$ cat src/rtl/coin_payout_unit_if.sv
// Payout handshake bundle: vend-controller request, hopper coin handshake,
// refill strobe and stock readback. The payout unit sits on the slave side.
interface coin_payout_unit_if #(
    parameter int STOCK_W = 6
) ();
    logic               pay_valid;
    logic [3:0]         pay_amount;
    logic               pay_ready;
    logic               coin_valid;
    logic [1:0]         coin_code;
    logic               coin_ack;
    logic               pay_done;
    logic               short_fault;
    logic [3:0]         short_amount;
    logic               refill_valid;
    logic [1:0]         refill_code;
    logic [STOCK_W-1:0] stock1;
    logic [STOCK_W-1:0] stock2;
    logic [STOCK_W-1:0] stock3;

    modport master (
        output pay_valid, pay_amount, coin_ack, refill_valid, refill_code,
        input  pay_ready, coin_valid, coin_code, pay_done, short_fault,
               short_amount, stock1, stock2, stock3
    );

    modport slave (
        input  pay_valid, pay_amount, coin_ack, refill_valid, refill_code,
        output pay_ready, coin_valid, coin_code, pay_done, short_fault,
               short_amount, stock1, stock2, stock3
    );
endinterface

$ cat src/rtl/coin_payout_unit.sv
// Greedy coin payout with per-denomination stock, hopper ack handshake and shortfall report.
// Optional audit counters (total_paid, short_count) exist only when PAYOUT_AUDIT_EN is defined.
module coin_payout_unit #(
    parameter int STOCK_W    = 6,
    parameter int INIT_STOCK = 8,
    parameter int GAP_CYCLES = 2
) (
    input  logic               clk,
    input  logic               reset,
    coin_payout_unit_if.slave  bus
`ifdef PAYOUT_AUDIT_EN
    ,
    output logic [11:0]        total_paid,
    output logic [7:0]         short_count
`endif
);

    typedef enum logic [2:0] {
        IDLE,
        SELECT,
        EMIT,
        GAP,
        DONE,
        SHORT
    } state_t;

    localparam int GW = (GAP_CYCLES > 1) ? $clog2(GAP_CYCLES) : 1;
    localparam logic [GW-1:0]      GAP_LAST   = (GAP_CYCLES > 0) ? GW'(GAP_CYCLES - 1) : '0;
    localparam logic [STOCK_W-1:0] STOCK_MAX  = '1;
    localparam logic [STOCK_W-1:0] STOCK_INIT = STOCK_W'(INIT_STOCK);

    state_t             state_reg, state_next;
    logic [3:0]         remaining_reg, remaining_next;
    logic               coin_valid_reg, coin_valid_next;
    logic [1:0]         coin_code_reg, coin_code_next;
    logic [3:0]         short_amount_reg, short_amount_next;
    logic [GW-1:0]      gap_cnt_reg, gap_cnt_next;
    logic [STOCK_W-1:0] stock_reg [3];
    logic [STOCK_W-1:0] stock_next [3];
    logic               ack;

    assign ack = (state_reg == EMIT) && bus.coin_ack;

    // Index 0/1/2 holds the 1/2/3-unit coins; a refill and a payout of the same
    // denomination on one edge cancel out.
    genvar gi;
    for (gi = 0; gi < 3; gi++) begin : g_stock
        logic inc;
        logic dec;
        assign inc = bus.refill_valid && (bus.refill_code == 2'(gi + 1));
        assign dec = ack && (coin_code_reg == 2'(gi + 1));
        assign stock_next[gi] =
            (inc && !dec && (stock_reg[gi] != STOCK_MAX)) ? stock_reg[gi] + STOCK_W'(1) :
            (dec && !inc && (stock_reg[gi] != '0))        ? stock_reg[gi] - STOCK_W'(1) :
                                                             stock_reg[gi];
    end

    always_ff @(posedge clk or posedge reset) begin
        if (reset) begin
            state_reg        <= IDLE;
            remaining_reg    <= '0;
            coin_valid_reg   <= 1'b0;
            coin_code_reg    <= 2'b00;
            short_amount_reg <= '0;
            gap_cnt_reg      <= '0;
            for (int i = 0; i < 3; i++) begin
                stock_reg[i] <= STOCK_INIT;
            end
        end else begin
            state_reg        <= state_next;
            remaining_reg    <= remaining_next;
            coin_valid_reg   <= coin_valid_next;
            coin_code_reg    <= coin_code_next;
            short_amount_reg <= short_amount_next;
            gap_cnt_reg      <= gap_cnt_next;
            for (int i = 0; i < 3; i++) begin
                stock_reg[i] <= stock_next[i];
            end
        end
    end

    always_comb begin
        state_next        = state_reg;
        remaining_next    = remaining_reg;
        coin_valid_next   = coin_valid_reg;
        coin_code_next    = coin_code_reg;
        short_amount_next = short_amount_reg;
        gap_cnt_next      = gap_cnt_reg;
        case (state_reg)
            IDLE: begin
                if (bus.pay_valid) begin
                    remaining_next    = bus.pay_amount;
                    short_amount_next = '0;
                    state_next        = SELECT;
                end
            end
            SELECT: begin
                // Greedy choice against the registered stock; same-cycle refills show up next time.
                if (remaining_reg == 4'd0) begin
                    state_next = DONE;
                end else if ((remaining_reg >= 4'd3) && (stock_reg[2] != '0)) begin
                    coin_code_next  = 2'b11;
                    coin_valid_next = 1'b1;
                    state_next      = EMIT;
                end else if ((remaining_reg >= 4'd2) && (stock_reg[1] != '0)) begin
                    coin_code_next  = 2'b10;
                    coin_valid_next = 1'b1;
                    state_next      = EMIT;
                end else if (stock_reg[0] != '0) begin
                    coin_code_next  = 2'b01;
                    coin_valid_next = 1'b1;
                    state_next      = EMIT;
                end else begin
                    short_amount_next = remaining_reg;
                    state_next        = SHORT;
                end
            end
            EMIT: begin
                if (bus.coin_ack) begin
                    remaining_next  = remaining_reg - {2'b00, coin_code_reg};
                    coin_valid_next = 1'b0;
                    gap_cnt_next    = '0;
                    state_next      = (GAP_CYCLES > 0) ? GAP : SELECT;
                end
            end
            GAP: begin
                if (gap_cnt_reg == GAP_LAST) begin
                    state_next = SELECT;
                end else begin
                    gap_cnt_next = gap_cnt_reg + GW'(1);
                end
            end
            DONE:    state_next = IDLE;
            SHORT:   state_next = IDLE;
            default: state_next = IDLE;
        endcase
    end

    assign bus.pay_ready    = (state_reg == IDLE);
    assign bus.coin_valid   = coin_valid_reg;
    assign bus.coin_code    = coin_code_reg;
    assign bus.pay_done     = (state_reg == DONE);
    assign bus.short_fault  = (state_reg == SHORT);
    assign bus.short_amount = short_amount_reg;
    assign bus.stock1       = stock_reg[0];
    assign bus.stock2       = stock_reg[1];
    assign bus.stock3       = stock_reg[2];

`ifdef PAYOUT_AUDIT_EN
    logic [11:0] total_paid_reg;
    logic [7:0]  short_count_reg;

    always_ff @(posedge clk or posedge reset) begin
        if (reset) begin
            total_paid_reg  <= '0;
            short_count_reg <= '0;
        end else begin
            if (ack) begin
                total_paid_reg <= total_paid_reg + {10'b0, coin_code_reg};
            end
            if ((state_reg == SHORT) && (short_count_reg != 8'hFF)) begin
                short_count_reg <= short_count_reg + 8'd1;
            end
        end
    end

    assign total_paid  = total_paid_reg;
    assign short_count = short_count_reg;
`endif

endmodule
$ cat src/flat_wrapper.sv
// flat-port wrapper written by rule: the top's interface ports become plain ports
module coin_payout_unit_flat 
#(
    parameter int STOCK_W    = 6,
    parameter int INIT_STOCK = 8,
    parameter int GAP_CYCLES = 2
)
  (clk, reset, bus_pay_valid, bus_pay_amount, bus_coin_ack, bus_refill_valid, bus_refill_code, bus_pay_ready, bus_coin_valid, bus_coin_code, bus_pay_done, bus_short_fault, bus_short_amount, bus_stock1, bus_stock2, bus_stock3);
  coin_payout_unit_if #(.STOCK_W(STOCK_W)) bus_i ();
  input  logic clk;
  input  logic reset;
  input wire logic [$bits(bus_i.pay_valid)-1:0] bus_pay_valid;
  input wire logic [$bits(bus_i.pay_amount)-1:0] bus_pay_amount;
  input wire logic [$bits(bus_i.coin_ack)-1:0] bus_coin_ack;
  input wire logic [$bits(bus_i.refill_valid)-1:0] bus_refill_valid;
  input wire logic [$bits(bus_i.refill_code)-1:0] bus_refill_code;
  output wire logic [$bits(bus_i.pay_ready)-1:0] bus_pay_ready;
  output wire logic [$bits(bus_i.coin_valid)-1:0] bus_coin_valid;
  output wire logic [$bits(bus_i.coin_code)-1:0] bus_coin_code;
  output wire logic [$bits(bus_i.pay_done)-1:0] bus_pay_done;
  output wire logic [$bits(bus_i.short_fault)-1:0] bus_short_fault;
  output wire logic [$bits(bus_i.short_amount)-1:0] bus_short_amount;
  output wire logic [$bits(bus_i.stock1)-1:0] bus_stock1;
  output wire logic [$bits(bus_i.stock2)-1:0] bus_stock2;
  output wire logic [$bits(bus_i.stock3)-1:0] bus_stock3;
  assign bus_i.pay_valid = bus_pay_valid;
  assign bus_i.pay_amount = bus_pay_amount;
  assign bus_i.coin_ack = bus_coin_ack;
  assign bus_i.refill_valid = bus_refill_valid;
  assign bus_i.refill_code = bus_refill_code;
  assign bus_pay_ready = bus_i.pay_ready;
  assign bus_coin_valid = bus_i.coin_valid;
  assign bus_coin_code = bus_i.coin_code;
  assign bus_pay_done = bus_i.pay_done;
  assign bus_short_fault = bus_i.short_fault;
  assign bus_short_amount = bus_i.short_amount;
  assign bus_stock1 = bus_i.stock1;
  assign bus_stock2 = bus_i.stock2;
  assign bus_stock3 = bus_i.stock3;
  coin_payout_unit #(.STOCK_W(STOCK_W), .INIT_STOCK(INIT_STOCK), .GAP_CYCLES(GAP_CYCLES)) u_core (.clk(clk), .reset(reset), .bus(bus_i));
endmodule
$ cat config.mk
export PLATFORM = sky130hd
export DESIGN_NAME = coin_payout_unit_flat
export DESIGN_NICKNAME = d
export VERILOG_FILES = /design/src/rtl/coin_payout_unit_if.sv /design/src/rtl/coin_payout_unit.sv /design/src/flat_wrapper.sv
export SDC_FILE = /design/constraint.sdc
export NUM_CORES = 1
export LEC_CHECK = 0
export CAP_MARGIN = 20
export CORE_ASPECT_RATIO = 1.5
export CORE_MARGIN = 3
export CORE_UTILIZATION = 35
export DETAILED_ROUTE_END_ITERATION = 6
export HOLD_SLACK_MARGIN = 0.15
export PLACE_DENSITY_LB_ADDON = 0.3
export REMOVE_ABC_BUFFERS = 1
export SETUP_SLACK_MARGIN = 0.2
export SLEW_MARGIN = 10
export SYNTH_ARGS = -nofsm -noshare
export SYNTH_HDL_FRONTEND = slang
export SYNTH_SLANG_ARGS = --single-unit
$ cat constraint.sdc
create_clock -name clk -period 6.43 [get_ports clk]
set_clock_uncertainty 0.2 [all_clocks]
set_input_delay 1.929 -clock clk [delete_from_list [all_inputs] [get_ports clk]]
set_output_delay 1.929 -clock clk [all_outputs]
set_load 0.005 [all_outputs]
# --- After elaboration in Yosys (flattened, before gate mapping) ---
# Index checks and enable logic that the tools add are counted.
totals:
  reg_bits: 33
  latch_bits: 0
  mem_bits_rw: 0
  romBits: 0
  in_bits: 11
  output_inout_bits: 28
  word_cells: 122
  mem_count: 0
op_classes:
  add_sub_neg: 8
  multipliers: 0
  n_div: 0
  n_lt_le_gt_ge: 2
  eq_ne: 22
  shift: 0
  mux: 34
  bitwise_logic: 1
  reduce_logical: 46
op_table:
  columns: ["cell", "n"]
  rows:
  - ["2-to-1 mux 6 bit", 6]
  - ["2-to-1 mux 4 bit", 7]
  - ["logical AND 1 bit", 21]
  - ["2-to-1 mux 3 bit", 7]
  - ["adder 6 x 1 -> 6 bit, second input constant", 3]
  - ["inequality test 6 bit, second input constant", 3]
  - ["nonzero test 6 bit", 3]
  - ["subtractor 6 x 1 -> 6 bit, second input constant", 3]
  - ["case mux 4 bit (2 select lines)", 2]
  - ["nonzero test 2 bit", 7]
  - ["inequality test 2 bit, second input constant", 6]
  - ["case mux 3 bit (4 select lines)", 1]
  - ["AND reduction 3 bit", 3]
  - ["equality test 2 bit, second input constant", 4]
  - [">= comparator 4 x 2 -> 1 bit, second input constant", 2]
  - ["equality test 3 x 2 -> 1 bit, second input constant", 2]
  - ["equality test 3 bit, second input constant", 2]
  - ["zero test 1 bit", 6]
  - ["2-to-1 mux 1 bit", 6]
  - ["2-to-1 mux 2 bit", 3]
  - ["AND reduction 6 bit", 1]
  - ["equality test 2 x 1 -> 1 bit, second input constant", 2]
  - ["zero test 4 bit", 1]
  - ["inequality test 4 x 1 -> 1 bit, second input constant", 1]
  - ["10 further kinds", 11]

# --- Longest topological paths before layout ---
logic_depth:
  depth_word: 7
  mapped_depth: 10
  ltp_nobuf: 10

# --- Worst setup path before layout ---
# Ideal clock, no wire load.
synth_path:
  path_kind: "input to register"
  startpoint: "input bus_coin_ack"
  endpoint: "register u_core.stock_reg (netlist bit u_core.bus.stock3[5])"
  setup_ns: 0.079
  arrival_ns: 3.828
  t_required_ns: 6.151
  setup_slack_ns: 2.323
  path_stages: 9
  path_buffers: 0
  cell_sequence: "nor4bb_4 and3_4 or3_4 ha_1 a211oi_1 o21bai_1 a21oi_1 mux2i_1 xor2_1"
synth_between:
  elab_chain_cells: 6
  elab_cells_between_ends: 9
  cone_classes: "mux (1); reduce/logical (8)"
synth_rtl:
  columns: ["item", "line_no", "text"]
  rows:
  - ["start: declaration", "flat_wrapper.sv:14", "input wire logic [$bits(bus_i.coin_ack)-1:0] bus_coin_ack;"]
  - ["logical AND 1 bit *", "coin_payout_unit.sv:42", "assign ack = (state_reg == EMIT) && bus.coin_ack;"]
  - ["logical AND 1 bit *", "coin_payout_unit.sv:51", "assign dec = ack && (coin_code_reg == 2'(gi + 1));"]
  - ["zero test 1 bit", "coin_payout_unit.sv:53", "(inc && !dec && (stock_reg[gi] != STOCK_MAX)) ? stock_reg[gi] + STOCK_W'(1) :"]
  - ["logical AND 1 bit (2 in series)", "coin_payout_unit.sv:53", null]
  - ["2-to-1 mux 6 bit / nonzero test 2 bit (equally long branches)", null, null]
  - ["end signal: indexed assignment", "coin_payout_unit.sv:77", "stock_reg[i] <= stock_next[i];"]
  - ["end: declaration", "coin_payout_unit.sv:38", "logic [STOCK_W-1:0] stock_reg [3];"]
# Every way passes the cells marked *; elsewhere a longest branch is shown, timed or not.
# A chain may end at the register's enable or synchronous reset.

# --- Final worst setup path ---
layout_path:
  startpoint: "input bus_coin_ack"
  endpoint: "register u_core.stock_reg (netlist bit u_core.bus.stock1[5])"
# The elaborated chain is that of the path after synthesis.

==> results.md <==
* Post-CTS Hold Fix Bufs at 0
* Hold Path Origin: u_core.gap_cnt_reg
* Clock-pin slew on the worst setup and hold paths at 70 ps
* Synth area leaders: dfrtp_1, ha_1, mux2_1
* Cell with the most instances after synthesis: dfrtp_1
* Drt via density at 5.45
* Area grow syn2layout at 25.0%
* H-tree levels at 2
* WP data arrival at 4640 ps
* WL final at 5040 µm
* Largest net degree at the start of global routing at 34
* Leakage at 0.00115 µW
* Max Cap Viol at 0
* Top_reg_cell synth: dfrtp_1
* Yosys warning count at 0
* Final count of hold timing violations at 0
* Port buffer count at 38
* Hold WC Path Type: flop to flop
* Clk sinks at 33
* Vias in the first global route at 1,928
* Kind of critical path: input port to flop
* Hold path cells at 1
* Max-slew violation count at 0
* #FFs+latches synth at 33
* Initial core utilization at 0.362
* Yosys top cell area share at 0.336
* Async set or reset register ratio after synthesis at 1.00
* Diodes inserted at 0
* Avg Synthesized Cell Area at 10.4 µm²
* CTS tree: done
* Startpoint types: input port
* Total GRT Usage at 0.148
* First-pass GRT wire length at 8780 µm
* Post-synthesis cell count at 216
* Area leader, netlist: dfrtp_1
* DRC at 0
* Setup bufs post-CTS at 0
* DIE AREA at 0.00740 mm²
* Total gr overflow at 0
* Fin util at 0.453
* Sequential fraction of the synthesis area at 0.371
* Post-route cell area at 0.00280 mm²
* EDFF count, synth at 0
* Initial antenna violation count at 0
* Cell count of the worst reg-to-reg path at 9
* Cts bufs inserted at 5
* CP Max Fanout at 7
* Setup violations, final at 0
* Drt first pass iters at 4
* CTS-repair resized insts at 0
* RR Endpoint: u_core.bus.stock1[5]
* Hold WS at 303 ps
* Reg2reg start: u_core.state_reg[1]
* Root buffer cell: clkbuf_8
* Unrepaired setup endpoints after global routing: false
* Pwr Total at 1350 µW
* Routability congestion estimate at 0.868
* Pwr/cell area at 483 mW/mm²
* Outcome: complete, no violations
* Io pins at 39
* Worst EP required at 6440 ps
* Core area at 0.00617 mm²
* Post-DP HPWL at 3860 µm
* Chip height at 104 µm
* FMAX at 216 MHz
* Final setup TNS at 0 ps
* # rows at 35
* Final nets at 289
* Final min period at 4620 ps
* Number of distinct library cells after synthesis at 48
* Hold worst-path end: u_core.gap_cnt_reg
* Total placed instance area at 0.00271 mm²
* Peak supply drop at 0.199 mV
* Critical Path End Type: flop
* Synthesized cell area at 0.00224 mm²
* Max Root-Sink Buffers at 2
* Slew HR at 0.496
* Share of layout cells above drive strength 1 at 0.104
* Die width at 71.3 µm
* Final ANT Viol Nets at 0
* Final period utilization at 0.719
* Tightest Pin Transition at 753 ps
* Post-synth top cells: dfrtp_1, a21oi_1, nor2_1
* Clk Latency, worst-skew pair at 290 ps
* First DRT Iteration DRCs at 52
* Total number of vias at 1,820
* R2R Setup Slk at 3380 ps
* DR WL/cell at 15.1 µm
==> metal layers <==
layer  global-route usage  vias up  part of all wire
li1                     -      883                 -
met2                0.253       39              0.50
met5                    0        -                 0
met3               0.0309       14             0.038
met4               0.0699        0             0.032
met1                0.171      884              0.43
==> layout make-up <==
class	instances	area (µm²)
tap	74	92.6
inverter	10	37.5
timing repair buffer	39	388
multi-input combinational	171	1360
fill	611	3380
sequential	33	830
clock buffer	7	86.3
==> power by group <==
part | switching (µW) | leakage [µW] | total [µW] | internal, µW
Clock | 76.2 | 0.0000443 | 161 | 85.0
Sequential | 154 | 0.000390 | 461 | 307
Combinational | 319 | 0.000718 | 728 | 409
==> stage by stage <==
stage / setup slack [ps] / cells
floorplan: 2310 / 214
global placement: 1570 / 327
detailed placement: 1520 / 327
CTS: 1820 / 334
global route: 1660 / 334
finish: 1810 / 334
==> worst max-delay path, stage by stage <==
cell	delay, ps
clkdlybuf4s50_1	530
nor4bb_4	370
nand3_1	140
o211ai_1	360
ha_1	380
a211oi_1	230
o21bai_1	100
a21oi_1	190
mux2i_1	230
xor2_1	170
==> cells in the final DEF (no fill, tap or decap), drive strengths merged, types with 3 or more instances in the layout <==
| cell | count |
|---|---|
| nor3 | 5 |
| dfstp | 3 |
| nand4 | 5 |
| nand2 | 13 |
| inv | 10 |
| xnor2 | 8 |
| dfrtp | 30 |
| nand3b | 3 |
| a211oi | 4 |
| clkbuf | 7 |
| o21ai | 10 |
| mux2 | 12 |
| a21oi | 16 |
| xor2 | 7 |
| nand3 | 7 |
| fa | 4 |
| o21bai | 3 |
| clkdlybuf4s50 | 38 |
| nor2 | 16 |
| a32o | 4 |
| or3 | 3 |
| a21o | 7 |
| mux2i | 5 |
| ha | 14 |
==> cell families (layout without fill, tap and decap cells) <==
family / after synthesis / in the layout / synth area share
buffers and inverters: 12 / 56 / 0.0201
adder cells (fa/ha/maj): 18 / 18 / 0.114
AND/OR/NAND/NOR: 62 / 62 / 0.173
AO/OA/AOI/OAI: 59 / 59 / 0.180
multiplexers: 17 / 17 / 0.0828
XOR/XNOR: 15 / 15 / 0.0588
flip-flops: 33 / 33 / 0.371
==> worst max-delay path by stage <==
stage / cells after the start / from / endpoint / slack (ps)
4_1_cts: 10 / bus_coin_ack / u_core.bus.stock1[5] / 1820
3_5_place_dp: 10 / bus_coin_ack / u_core.bus.stock1[5] / 1520
2_1_floorplan: 9 / bus_coin_ack / u_core.bus.stock3[5] / 2310
5_1_grt: 10 / bus_coin_ack / u_core.bus.stock1[5] / 1660
3_3_place_gp: 10 / bus_coin_ack / u_core.bus.stock1[5] / 1570
6_report: 10 / bus_coin_ack / u_core.bus.stock1[5] / 1810
No activity file was read; power rests on OpenSTA's default activity.
